## src/rtl/auto_machine.sv

```systemverilog
// Washing-machine sequencer: a Moore FSM with a soap/rinse pass register.
// Build option: define AUTO_MACHINE_RINSE_EN to add the rinse pass after the soap drain.
module auto_machine (
  input  logic clk,
  input  logic reset,
  input  logic door_close,
  input  logic start,
  input  logic filled,
  input  logic detergent_added,
  input  logic cycle_timeout,
  input  logic drained,
  input  logic spin_timeout,
  output logic door_lock,
  output logic motor_on,
  output logic fill_value_on,
  output logic drain_value_on,
  output logic done,
  output logic soap_wash,
  output logic water_wash
);

  // state      | meaning
  // S_IDLE     | waiting for start, everything off
  // S_CHECK    | start seen, waiting for the door to be shut
  // S_FILL     | door locked, inlet valve open
  // S_ADD_DET  | dispensing detergent (soap pass only)
  // S_CYCLE    | agitating
  // S_DRAIN    | drain valve open
  // S_SPIN     | final spin with drain open
  // S_DONE     | wash complete, waiting for start to be released
  typedef enum logic [2:0] {
    S_IDLE    = 3'd0,
    S_CHECK   = 3'd1,
    S_FILL    = 3'd2,
    S_ADD_DET = 3'd3,
    S_CYCLE   = 3'd4,
    S_DRAIN   = 3'd5,
    S_SPIN    = 3'd6,
    S_DONE    = 3'd7
  } state_t;

  state_t state_q, state_d;
  logic   pass_q, pass_d;    // 0 = soap pass, 1 = rinse pass

  always_ff @(posedge clk) begin
    if (reset) begin
      state_q <= S_IDLE;
      pass_q  <= 1'b0;
    end else begin
      state_q <= state_d;
      pass_q  <= pass_d;
    end
  end

  // Each state looks only at its own exit input.
  always_comb begin
    state_d = state_q;
    pass_d  = pass_q;
    case (state_q)
      S_IDLE: begin
        if (start) begin
          state_d = S_CHECK;
          pass_d  = 1'b0;
        end
      end
      S_CHECK: begin
        if (door_close) state_d = S_FILL;
      end
      S_FILL: begin
        if (filled) state_d = pass_q ? S_CYCLE : S_ADD_DET;
      end
      S_ADD_DET: begin
        if (detergent_added) state_d = S_CYCLE;
      end
      S_CYCLE: begin
        if (cycle_timeout) state_d = S_DRAIN;
      end
      S_DRAIN: begin
        if (drained) begin
`ifdef AUTO_MACHINE_RINSE_EN
          if (!pass_q) begin
            state_d = S_FILL;
            pass_d  = 1'b1;
          end else begin
            state_d = S_SPIN;
          end
`else
          state_d = S_SPIN;
`endif
        end
      end
      S_SPIN: begin
        if (spin_timeout) state_d = S_DONE;
      end
      S_DONE: begin
        if (!start) state_d = S_IDLE;
      end
      default: begin
        state_d = S_IDLE;
        pass_d  = 1'b0;
      end
    endcase
  end

  always_comb begin
    door_lock      = 1'b0;
    motor_on       = 1'b0;
    fill_value_on  = 1'b0;
    drain_value_on = 1'b0;
    done           = 1'b0;
    soap_wash      = 1'b0;
    water_wash     = 1'b0;
    case (state_q)
      S_FILL: begin
        door_lock     = 1'b1;
        fill_value_on = 1'b1;
`ifdef AUTO_MACHINE_RINSE_EN
        water_wash    = pass_q;
`endif
      end
      S_ADD_DET: begin
        door_lock = 1'b1;
        soap_wash = ~pass_q;
      end
      S_CYCLE: begin
        door_lock  = 1'b1;
        motor_on   = 1'b1;
        soap_wash  = ~pass_q;
`ifdef AUTO_MACHINE_RINSE_EN
        water_wash = pass_q;
`endif
      end
      S_DRAIN: begin
        door_lock      = 1'b1;
        drain_value_on = 1'b1;
        soap_wash      = ~pass_q;
`ifdef AUTO_MACHINE_RINSE_EN
        water_wash     = pass_q;
`endif
      end
      S_SPIN: begin
        door_lock      = 1'b1;
        motor_on       = 1'b1;
        drain_value_on = 1'b1;
      end
      S_DONE: begin
        done = 1'b1;
      end
      default: begin
        door_lock = 1'b0;
      end
    endcase
  end

endmodule

```

## config.mk

```make
export PLATFORM = sky130hd
export DESIGN_NAME = auto_machine
export DESIGN_NICKNAME = d
export VERILOG_FILES = /design/src/rtl/auto_machine.sv
export SDC_FILE = /design/constraint.sdc
export NUM_CORES = 1
export LEC_CHECK = 0
export ABC_AREA = 1
export CAP_MARGIN = 20
export CELL_PAD_IN_SITES_DETAIL_PLACEMENT = 0
export CELL_PAD_IN_SITES_GLOBAL_PLACEMENT = 1
export CORE_UTILIZATION = 27
export DETAILED_ROUTE_END_ITERATION = 8
export GPL_TIMING_DRIVEN = 0
export PLACE_DENSITY = 0.77
export SLEW_MARGIN = 20
export SYNTH_ARGS = -nofsm -noshare
export SYNTH_HDL_FRONTEND = slang
export SYNTH_SLANG_ARGS = --single-unit
```

## constraint.sdc

```tcl
create_clock -name clk -period 2.65 [get_ports clk]
set_input_delay 0.53 -clock clk [delete_from_list [all_inputs] [get_ports clk]]
set_output_delay 0.53 -clock clk [all_outputs]
set_load 0.005 [all_outputs]
```

Word-level counts from Yosys, hierarchy flattened
Cells that the tools add are included.
{"block": "totals", "register_bits": 3, "in_bits": 9}
{"block": "op_classes", "muxes": 15, "reduce_logical": 6, "eq_ne": 15}
{"operator": "two-way mux 3 bit", "n": 8}
{"operator": "case mux 3 bit (8 select lines)", "n": 1}
{"operator": "!= test 2 bit (second input constant)", "n": 8}
{"operator": "== test 3 bit (second input constant)", "n": 4}
{"operator": "AND reduction 8 bit", "n": 1}
{"operator": "== test 3 x 2 -> 1 bit (second input constant)", "n": 2}
{"operator": "two-way mux 1 bit", "n": 6}
{"operator": "OR reduction 5 bit", "n": 1}
{"operator": "OR reduction 2 bit", "n": 2}
{"operator": "== test 3 x 1 -> 1 bit (second input constant)", "n": 1}
{"operator": "logical NOT 3 bit", "n": 1}
{"operator": "OR reduction 3 bit", "n": 1}

Logic depth before layout (Yosys ltp)
{"block": "logic_depth", "ltp_word": 3, "ltp_mapped": 9, "mapped_depth_nobuf": 8}

Worst setup path after synthesis
OpenSTA, ideal clock, no wires.
{"block": "synth_timing", "path_kind": "reg2out", "from": "register state_q[1]", "to": "output door_lock", "path_stages_with_launch": 4, "path_slack_ns": 1.267, "t_arrival_ns": 0.853, "t_required_ns": 2.120, "n_path_buf": 0, "cell_sequence": "dfxtp_1 > inv_1 > ha_1 > nand2_1"}
{"block": "synth_via", "elab_chain_len": 3}
{"item": "start, declared", "line_no": "42", "text": "state_t state_q, state_d;"}
{"item": "start signal, assigned", "line_no": "50", "text": "state_q <= state_d;"}
{"item": "== test 3 bit / == test 3 x 2 -> 1 bit (equally long branches)", "line_no": "113", "text": "case (state_q)"}
{"item": "OR reduction 5 bit (no source line) (*)"}
{"item": "two-way mux 1 bit (*)", "line_no": "113"}
{"item": "end, declared", "line_no": "13", "text": "output logic door_lock,"}
Every way passes the cells marked *; elsewhere a longest branch is shown, timed or not.

Final worst setup path
Ends and elaborated chain as after synthesis.

==> out/results.ini <==
[drt]
drt-initial-drc-count = 17
drtPass1Iterations = 4
vias_per_cell = 4.37
route.detailed.drc = 0
vias = 450
drt_wl_total_um = 906
wire_per_inst_um = 8.80
antenna_left = 0

[global_route]
grt_max_degree = 10
grt_pass1_vias = 351
grt_usage = 0.130
grt_pass1_wl_mm = 1.41
grt-ovfl-total = 0
antenna_found_initial = 0

[synthesis]
ys_seq_area_frac = 0.158
syn-cell-area_um2 = 380
ys_seq_elements = 3
synth_area_per_cell_um2 = 5.43
syn-num-nets = 82
yosys.cell_types.count = 13
netlist_instances = 70
yosys_warnings = 0

[cells_and_area]
drive_gt1_frac = 0.102
fin_util = 0.435
layout_common_cells = 22 x nand2_1, 14 x clkdlybuf4s50_1, 10 x nor2_1, 9 x inv_1, 7 x nand3_1
final_common_cell = nand2_1
reg.largest.list = state_q: 3 flops
largest_reg_flops = 3
nNetsFinal = 101
fillerInstances = 157
regMostFlops = state_q
antenna_cells = 0
syn2layout_area_growth_pct = 48.7

[setup_path]
required_ns = 2.12
r2r-start = state_q[2]
endpoint_kind = primary output
cp-start-kind = register
critPathMaxFanout = 7
crit_path_start = state_q[1]
ff2ff_setup_slack_ns = 1.12
timing.rr.end = state_q[1]
rr_worst_depth = 9
critPathKind = reg2out
arrival_ns = 1.72

[clock_network]
clk_latency_ns = 0.23
cts_buffer_depth = 2
post_cts_resize_count = 0
clk_pin_slew_worst_paths_ns = 0.03
cts_made_buffers = 3
htree_levels = 1
cts_tree = built
ctsHoldBuffers = 0
clock-sinks = 3
post-cts-setup-buffer-count = 0
root_buffer = clkbuf_4

[sta]
fin_crit_sh = 0.850
slew_viol_final = 0
finalHoldViolations = 0
finalHoldWorstSlack_ns = 0.579
setup-violations-final = 0
finClkSkew_ns = 0.00610
final.setup.tns_ns = 0
rsz0062_at_grt = false
period_needed_ns = 2.25
fmax_mhz = 444

[hold_path]
min_path_type = reg2reg
hold_end = state_q[0]
worstHoldStart = state_q[0]
hold_depth = 2

[floorplan]
die_h_um = 39.5
start_util = 0.292
ioPinCount = 16
core_area_um2 = 1300
die_w_um = 39.5
die-area_um2 = 1560
rows = 13

[power]
power_leakage_nw = 0.305
p_per_area_nw_per_um2 = 832
ir_drop_uv = 519

[outcome]
status = complete, no violations

[flow_run]
cap_violations = 0

[place]
dp_hpwl_um = 724
gp_congestion = 0.711
port_buffers = 14

==> worst max-delay path, stage by stage, from the launching register on <==
cell and delay, ns:
dfxtp_1 0.44, inv_1 0.13, nor2_1 0.23, nand2_1 0.13, nand2_1 0.08, clkdlybuf4s50_1 0.49
==> through the flow <==
| step | cells | setup slack, ns | cell area, µm² | total power, mW |
|---|---|---|---|---|
| 6_report | 103 | 0.398 | 566 | 0.471 |
| 5_1_grt | 103 | 0.266 | 566 | 0.520 |
| 4_1_cts | 103 | 0.375 | 566 | 0.477 |
| 3_5_place_dp | 99 | 0.636 | 539 | 0.393 |
| 3_3_place_gp | 99 | 0.618 | 539 | 0.395 |
| 2_1_floorplan | 70 | 1.27 | 380 | 0.286 |
==> per-layer routing <==
layer  vias up  GRT usage  part of all wire
li1        252          -                 -
met5         -          0                 0
met3         0     0.0341             0.035
met1       191      0.181              0.53
met4         0          0                 0
met2         7      0.209              0.43
==> how the worst max path moves through the flow <==
stage,endpoint,cells past startpoint
2_1_floorplan,door_lock,3
3_3_place_gp,door_lock,5
3_5_place_dp,door_lock,5
4_1_cts,door_lock,5
5_1_grt,door_lock,5
6_report,door_lock,5
==> cells in the mapped netlist <==
master | instances | area, µm²
nand2_1 | 22 | 82.6
nor2_1 | 10 | 37.5
inv_1 | 9 | 33.8
nand3_1 | 7 | 35.0
a21oi_1 | 5 | 25.0
dfxtp_1 | 3 | 60.1
ha_1 | 3 | 37.5
nor2_2 | 3 | 18.8
nor3_1 | 3 | 15.0
buf_4 | 2 | 15.0
clkinv_4 | 1 | 8.76
conb_1 | 1 | 3.75
nand3b_1 | 1 | 7.51
==> kinds of logic (layout without fill, tap and decap cells) <==
kind of cell    Yosys count  after routing  synth area share
compound gates            5              5            0.0658
buf+inv                  12             30             0.151
other cells               1              1           0.00986
fa+ha+maj                 3              3            0.0987
flops                     3              3             0.158
simple gates             46             46             0.516
==> where the power goes <==
part	switching (mW)	internal, mW	total, mW	leakage (nW)
sequential	0.0232	0.0618	0.0850	0.0249
clock	0.0229	0.0564	0.0793	0.0150
combinational	0.166	0.140	0.306	0.265
total	0.213	0.258	0.471	0.305
==> area by class of cell <==
type | instances | area [µm²] | share of cell area
clock buffer | 4 | 26.3 | 0.0465
buffer | 2 | 15.0 | 0.0265
sequential | 3 | 60.1 | 0.106
tap | 15 | 18.8 | 0.0332
timing repair buffer | 14 | 140 | 0.248
inverter | 10 | 42.5 | 0.0752
multi-input combinational | 55 | 263 | 0.465
Power figures use the tool's default switching activity.
